$ cat src/rtl/rr_pkg.sv
// ---------------------------------------------------------------------------
// rr_pkg
// Shared definitions for the rename-history-table (RHT) rollback logic.
//   RHT_DEPTH / L_ADDR_WIDTH / P_ADDR_WIDTH : default table and register sizes
//   rht_id_t    : RHT entry id at the default depth
//   rb_state_t  : rollback FSM states
//   rht_dec     : circular decrement of an RHT id
//   rht_age     : distance of an id behind a captured tail (circular)
// ---------------------------------------------------------------------------
package rr_pkg;

    localparam int RHT_DEPTH    = 128;
    localparam int L_ADDR_WIDTH = 5;
    localparam int P_ADDR_WIDTH = 8;

    typedef logic [$clog2(RHT_DEPTH)-1:0] rht_id_t;

    typedef enum logic [1:0] {
        IDLE = 2'd0,
        WALK = 2'd1,
        DONE = 2'd2
    } rb_state_t;

    // Depth is passed in so a module overriding RHT_DEPTH gets its own wrap
    // point; the depth need not be a power of two.
    function automatic int unsigned rht_dec(input int unsigned x,
                                            input int unsigned depth);
        return (x == 0) ? depth - 1 : x - 1;
    endfunction

    // Age 0 is the tail itself; larger values are older entries.
    function automatic int unsigned rht_age(input int unsigned tail,
                                            input int unsigned x,
                                            input int unsigned depth);
        return (tail >= x) ? tail - x : tail + depth - x;
    endfunction

endpackage

$ cat src/rtl/rht_rollback.sv
// ---------------------------------------------------------------------------
// rht_rollback
// Undoes speculative renames after a misprediction by walking the RHT from
// the youngest entry down to the flushed one, restoring each entry's prior
// physical mapping into the RAT, then redirecting the RHT tail.
//
// Ports
//   clk, rst_n         : clock, asynchronous active-low reset
//   flush_valid/_id    : flush request and oldest RHT entry to undo
//   tail_in            : current RHT tail (next free id)
//   rd_id              : RHT read address
//   rd_Ldst, rd_Pdst   : RHT read data (combinational from rd_id)
//   rat_wr_en/_Laddr/_Pdata : RAT restore write port
//   set_ptr, new_pointer    : one-cycle RHT tail redirect
//   busy               : rollback in progress, rename stalls
// ---------------------------------------------------------------------------
module rht_rollback
    import rr_pkg::*;
#(
    parameter int RHT_DEPTH    = rr_pkg::RHT_DEPTH,
    parameter int L_ADDR_WIDTH = rr_pkg::L_ADDR_WIDTH,
    parameter int P_ADDR_WIDTH = rr_pkg::P_ADDR_WIDTH,
    parameter int IDW          = $clog2(RHT_DEPTH)
) (
    input  logic                    clk,
    input  logic                    rst_n,
    input  logic                    flush_valid,
    input  logic [IDW-1:0]          flush_id,
    input  logic [IDW-1:0]          tail_in,
    output logic [IDW-1:0]          rd_id,
    input  logic [L_ADDR_WIDTH-1:0] rd_Ldst,
    input  logic [P_ADDR_WIDTH-1:0] rd_Pdst,
    output logic                    rat_wr_en,
    output logic [L_ADDR_WIDTH-1:0] rat_wr_Laddr,
    output logic [P_ADDR_WIDTH-1:0] rat_wr_Pdata,
    output logic                    set_ptr,
    output logic [IDW-1:0]          new_pointer,
    output logic                    busy
);

    localparam int unsigned DEPTH_U = unsigned'(RHT_DEPTH);

    rb_state_t      state_q, state_d;
    logic [IDW-1:0] cur_id_q, cur_id_d;
    logic [IDW-1:0] stop_id_q, stop_id_d;
    logic [IDW-1:0] tail_snap_q, tail_snap_d;

    logic [IDW-1:0] tail_dec;
    logic [IDW-1:0] cur_dec;
    logic [IDW:0]   age_flush;
    logic [IDW:0]   age_stop;
    logic           extend;

    assign tail_dec  = IDW'(rht_dec(32'(tail_in), DEPTH_U));
    assign cur_dec   = IDW'(rht_dec(32'(cur_id_q), DEPTH_U));
    assign age_flush = (IDW+1)'(rht_age(32'(tail_snap_q), 32'(flush_id), DEPTH_U));
    assign age_stop  = (IDW+1)'(rht_age(32'(tail_snap_q), 32'(stop_id_q), DEPTH_U));
    // A flush during the walk only matters if it reaches further back.
    assign extend    = flush_valid && (age_flush > age_stop);

    always_ff @(posedge clk or negedge rst_n) begin
        if (!rst_n) begin
            state_q     <= IDLE;
            cur_id_q    <= '0;
            stop_id_q   <= '0;
            tail_snap_q <= '0;
        end else begin
            state_q     <= state_d;
            cur_id_q    <= cur_id_d;
            stop_id_q   <= stop_id_d;
            tail_snap_q <= tail_snap_d;
        end
    end

    always_comb begin
        state_d     = state_q;
        cur_id_d    = cur_id_q;
        stop_id_d   = stop_id_q;
        tail_snap_d = tail_snap_q;
        case (state_q)
            IDLE: begin
                if (flush_valid) begin
                    stop_id_d   = flush_id;
                    cur_id_d    = tail_dec;
                    tail_snap_d = tail_in;
                    state_d     = (flush_id != tail_in) ? WALK : DONE;
                end
            end
            WALK: begin
                if (extend) begin
                    stop_id_d = flush_id;
                end
                // Restored entries are never revisited: an extension only
                // moves the stop point, so the walk just keeps decrementing.
                if (cur_id_q == stop_id_q && !extend) begin
                    state_d = DONE;
                end else begin
                    cur_id_d = cur_dec;
                end
            end
            DONE: begin
                state_d = IDLE;
            end
            default: begin
                state_d = IDLE;
            end
        endcase
    end

    // Outputs depend only on registered state and the RHT read data, so a
    // late flush or tail change cannot glitch the RAT write port.
    always_comb begin
        rd_id        = '0;
        rat_wr_en    = 1'b0;
        rat_wr_Laddr = '0;
        rat_wr_Pdata = '0;
        set_ptr      = 1'b0;
        new_pointer  = '0;
        busy         = 1'b0;
        case (state_q)
            WALK: begin
                busy         = 1'b1;
                rd_id        = cur_id_q;
                rat_wr_en    = 1'b1;
                rat_wr_Laddr = rd_Ldst;
                rat_wr_Pdata = rd_Pdst;
            end
            DONE: begin
                busy        = 1'b1;
                set_ptr     = 1'b1;
                new_pointer = stop_id_q;
            end
            default: begin
            end
        endcase
    end

endmodule

$ cat config.mk
export PLATFORM = sky130hd
export DESIGN_NAME = rht_rollback
export DESIGN_NICKNAME = d
export VERILOG_FILES = /design/src/rtl/rr_pkg.sv /design/src/rtl/rht_rollback.sv
export SDC_FILE = /design/constraint.sdc
export NUM_CORES = 1
export LEC_CHECK = 0
export BUFFER_PORTS_ARGS = -buffer_cell sky130_fd_sc_hd__buf_2
export CORE_MARGIN = 2
export CORE_UTILIZATION = 45
export CTS_BUF_LIST = sky130_fd_sc_hd__clkbuf_4
export DETAILED_ROUTE_END_ITERATION = 16
export PLACE_DENSITY = 0.79
export SYNTH_ARGS = -nofsm -noshare
export SYNTH_HDL_FRONTEND = slang
export SYNTH_SLANG_ARGS = --single-unit
export TNS_END_PERCENT = 1
$ cat constraint.sdc
create_clock -name clk -period 4.85 [get_ports clk]
set_clock_uncertainty 0.05 [all_clocks]
set_input_delay 0.7275 -clock clk [delete_from_list [all_inputs] [get_ports clk]]
set_output_delay 0.7275 -clock clk [all_outputs]
set_load 0.02 [all_outputs]
* Word-level counts from Yosys, hierarchy flattened
Cells that the tools add are included.
Word-level totals: bits in registers 23, input port bits 30, output and inout bits 30
Cells by class: reduce and logical (&&, ||, !) cells 12, mux-type cells 21, eq/ne operators 8, add/sub/neg operators 7, magnitude comparators 3
Operators with widths (count):
- two-way mux 7 bit | 8
- one-hot mux 7 bit (2 select lines) | 2
- two-way mux 8 bit | 3
- subtractor 7 x 7 -> 8 bit | 2
- subtractor 8 x 7 -> 8 bit | 2
- >= comparator 7 bit | 2
- logical NOT 7 bit | 2
- subtractor 7 x 1 -> 7 bit, second input constant | 2
- adder 7 x 8 -> 8 bit, second input constant | 1
- > comparator 8 bit | 1
- != test 2 bit, second input constant | 4
- == test 7 bit | 1
- != test 7 bit | 1
- two-way mux 2 bit | 3
- AND reduction 3 bit | 2
- two-way mux 5 bit | 1
- one-hot mux 2 bit (2 select lines) | 1
- AND reduction 2 bit | 2
- two-way mux 1 bit | 3
- == test 2 x 1 -> 1 bit, second input constant | 1
- == test 2 bit, second input constant | 1
- logical AND 1 bit | 2
- logical NOT 2 bit | 1
- nonzero test 2 bit | 1
- other kinds (2) | 2

* Logic depth before layout (Yosys ltp)
depth after elaboration 9, depth in mapped cells 16, mapped depth without buffers 16

* Worst setup path after synthesis
No wires, ideal clock.
path kind input -> register, from input flush_id[0], to register cur_id_q[1], setup slack 1.105 ns, arrival 3.569 ns, stages 15, setup time 0.126 ns, data required time 4.674 ns, cell sequence ha_1 inv_1 fa_1 a21o_1 a21o_1 a41oi_1 xnor2_1 and4b_1 ha_1 nand4_1 o21ai_0 a31oi_4 a211oi_4 or2_4 a221o_1
On the way: word-level cells in the longest chain between the ends 8
RTL lines:
- start, declared | RTL line rht_rollback.sv:28 | input logic [IDW-1:0] flush_id,
- subtractor 8 x 7 -> 8 bit, or another cell as far along | RTL line rr_pkg.sv:35 | return (tail >= x) ? tail - x : tail + depth - x;
- two-way mux 8 bit * | RTL line rr_pkg.sv:35
- > comparator 8 bit * | RTL line rht_rollback.sv:59 | assign extend = flush_valid && (age_flush > age_stop);
- logical AND 1 bit * | RTL line rht_rollback.sv:59
- logical NOT 1 bit * | RTL line rht_rollback.sv:95 | if (cur_id_q == stop_id_q && !extend) begin
- logical AND 1 bit * | RTL line rht_rollback.sv:95
- != test 2 bit (no line) *
- AND reduction 3 bit (no line) *
- end signal, assigned | RTL line rht_rollback.sv:69 | cur_id_q <= cur_id_d;
- end, declared | RTL line rht_rollback.sv:44 | logic [IDW-1:0] cur_id_q, cur_id_d;
Mark *: on every way between the ends. The rest lies on a longest branch, timed or not. A chain may end at the register's enable or synchronous reset.

* Final worst setup path
from input flush_id[0], to register stop_id_q[0]
On the way: word-level cells in the longest chain between the ends 6
RTL lines:
- subtractor 8 x 7 -> 8 bit, or another cell as far along | RTL line rr_pkg.sv:35
- two-way mux 8 bit | RTL line rr_pkg.sv:35
- > comparator 8 bit | RTL line rht_rollback.sv:59
- logical AND 1 bit | RTL line rht_rollback.sv:59
- != test 2 bit (no line)
- AND reduction 3 bit (no line)
- end signal, assigned | RTL line rht_rollback.sv:70 | stop_id_q <= stop_id_d;
- end, declared | RTL line rht_rollback.sv:45 | logic [IDW-1:0] stop_id_q, stop_id_d;
Parallel ways exist; a longest one is shown, timed or not. The select of a mux whose other input is x is not followed.

==> results.toml <==
[placed_design]
post-dp-hpwl_um = 4860
placed_area_um2 = 2750
gp_congestion = 0.937
io_buffers = 59

[detailed_routing]
route.met2.wl_um = 2690
ant_nets = 0
wirelength_um = 5920
via_per_inst = 5.38
highest_layer = "met4"
drt_iter0_drc = 208
drc = 0
routedWlPerCell_um = 14.9
wl_met1_um = 2670
dr.pass1.iters = 5
met3_length_um = 459
vias = 2134

[timing]
fin_setup_tns_ns = 0
slew_headroom_pct = 47.4
fmax_ghz = 0.266
hold_violations = 0
final_max_slew_viol_count = 0
holdWs_ns = 0.325
period_needed_ns = 3.76
fin_crit_sh_pct = 77.5
worst_slew_pin_slew_ns = 0.789
rsz0062_at_grt = "no"
finalSetupViolations = 0

[critical_path]
crit_required_ns = 5.01
crit_path_end_kind = "flop"
worst-endpoint-arrival_ns = 3.92
path_max_fanout = 7
start_kind = "primary input"
path_class = "primary input to flop"

[global_route]
grt_pass1_wl_um = 9800
antenna_found_initial = 0
grt-ovfl-total = 0
grtUsageTotal_pct = 20.4
grt_pass1_vias = 2056
grt_max_degree = 28

[yosys]
synthAdderAreaFrac_pct = 16.7
synth-xor-area-share_pct = 11.2
syn_inst = 271
yosysTopAreaCell = "dfrtp_1"
synth_cell_type_count = 53
muxShareOfSynthArea_pct = 5.40
syn_nets = 332
synth.top_cell.area_share_pct = 23.9
syn-cell-area_um2 = 2410
synth_top_cells_by_area = "dfrtp_1, ha_1, xor2_1"
yosysWarnings = 0
synth-compound-area-share_pct = 17.2
ys.flop_type = "dfrtp_1"
synth_top_family_by_area = "simple AND/OR/NAND/NOR gates"
ys_seq_area_share_pct = 23.9
synth-edff-count = 0
syn-mean-instance-area_um2 = 8.89
synth_seq_cells = 23
async_flop_share_pct = 100
yosys.area_share.simple_pct = 19.1

[finish]
fin_nets = 389
final_util_pct = 54.0
drive_gt1_share_pct = 24.2
multiInputGateArea_um2 = 1680
fillers = 500
areaGrowthSynthToFinish_pct = 15.2
postLayoutCellArea_um2 = 2780
insertedDiodeCount = 0
ff_latch_area_um2 = 576

[clocking]
cts_tree = "built"
clock_tree.root_cell = "clkbuf_4"
cts.path.max_buffers = 2
ctsResizeCount = 0
post_cts_buffers = 0
htreeDepth = 1
clock_sinks = 23
cts_made_buffers = 3
clkTransAtPathRegs_ns = 0.13
clk_latency_ns = 0.31
holdBufCountCts = 0

[die]
initial_core_util_pct = 46.9
fp.dieW_um = 77.2
fp.coreArea_um2 = 5140
core.rowCount = 26
die_y_um = 77.2
ioPinCount = 60
die-area_um2 = 5950

[worst_hold_path]
hold_class = "primary input to async pin"

[run]
maxCapViolations = 0

[status]
outcome = "finished, final reports clean"
[registers in the layout, summed over array words and instances, names as in the netlist]
name,cells
cur_id_q,7
stop_id_q,7
tail_snap_q,7
state_q,2
[critical path, stage by stage]
cell and delay (ns):
buf_2 0.11, ha_1 0.14, inv_1 0.05, fa_1 0.39, a21o_1 0.19, a21o_1 0.20, a41oi_1 0.20, xnor2_1 0.15
and4b_1 0.21, ha_1 0.25, nand4_1 0.13, o21ai_0 0.15, a31oi_4 0.26, a21oi_1 0.15, nor2_4 0.27, mux2_4 0.33
[Yosys cell counts, drive strengths merged, types with 3 or more instances]
library cell	number
dfrtp	23
nand4	3
a21o	9
nand2	12
nand3	4
a21oi	15
nor4	3
nor2	17
clkbuf	3
o21ai	14
inv	29
and2	23
xnor2	12
a211oi	3
buf	4
mux2	5
xor2	18
ha	29
a31oi	3
nor3	5
mux2i	7
nor2b	3
[layer usage]
metal / GRT usage [%] / vias to the layer above
met4: 5.71 / 0
met5: 0 / -
met1: 28.6 / 963
met3: 2.24 / 10
met2: 33.3 / 107
li1: - / 1054
[kinds of logic after synthesis]
kind of cell	count (synthesis)
flip-flops	23
adder cells (fa/ha/maj)	31
multiplexers	12
AO/OA/AOI/OAI	59
buffers and inverters	36
AND/OR/NAND/NOR	80
XOR/XNOR	30
[worst paths after layout]
kind | cells after the start | slack, ns | start | end
max in group asynchronous | 1 | 4.06 | rst_n | stop_id_q[5]
worst min-delay path | 1 | 0.32 | rst_n | cur_id_q[5]
worst max-delay path | 16 | 1.09 | flush_id[0] | stop_id_q[0]
min in group clk | 2 | 0.48 | tail_snap_q[0] | tail_snap_q[0]
worst min register to register | 2 | 0.48 | tail_snap_q[0] | tail_snap_q[0]
worst max register to register | 16 | 1.11 | tail_snap_q[0] | stop_id_q[0]
[cell type report]
| type | instances | area share (%) |
|---|---|---|
| clock buffers | 4 | 1.08 |
| multi-input cells | 212 | 60.5 |
| repair buffers | 59 | 10.6 |
| inverters | 29 | 3.92 |
| flip-flops and latches | 23 | 20.7 |
| well taps | 70 | 3.16 |
[per-stage QoR]
stage | cells | setup WS (ns)
3_5_place_dp | 393 | 0.754
2_1_floorplan | 271 | 1.10
3_3_place_gp | 393 | 0.855
5_1_grt | 397 | 0.838
6_report | 397 | 1.09
4_1_cts | 397 | 1.10
[cell usage in the layout, fill, tap and decap left out, drive strengths merged, types with 2 or more instances in the layout]
master	Yosys	routed
nand3	4	4
nor3	5	5
xnor2	12	12
nand2b	2	2
a31oi	3	3
xor2	18	18
a22oi	2	2
buf	4	59
a311oi	2	2
nor2b	3	3
or2	2	2
and2	23	23
clkbuf	3	4
mux2i	7	7
a41oi	2	2
nand4	3	3
a211oi	3	3
mux2	5	5
inv	29	29
or3	2	2
nor4	3	3
a21o	9	9
a21oi	15	15
nand2	12	12
o21ai	14	14
ha	29	29
dfrtp	23	23
o22a	2	2
nor4bb	2	2
fa	2	2
nor2	17	17
Power is not shown: default switching activity piles up to over one toggle a cycle in this logic, so the estimate is an artifact.
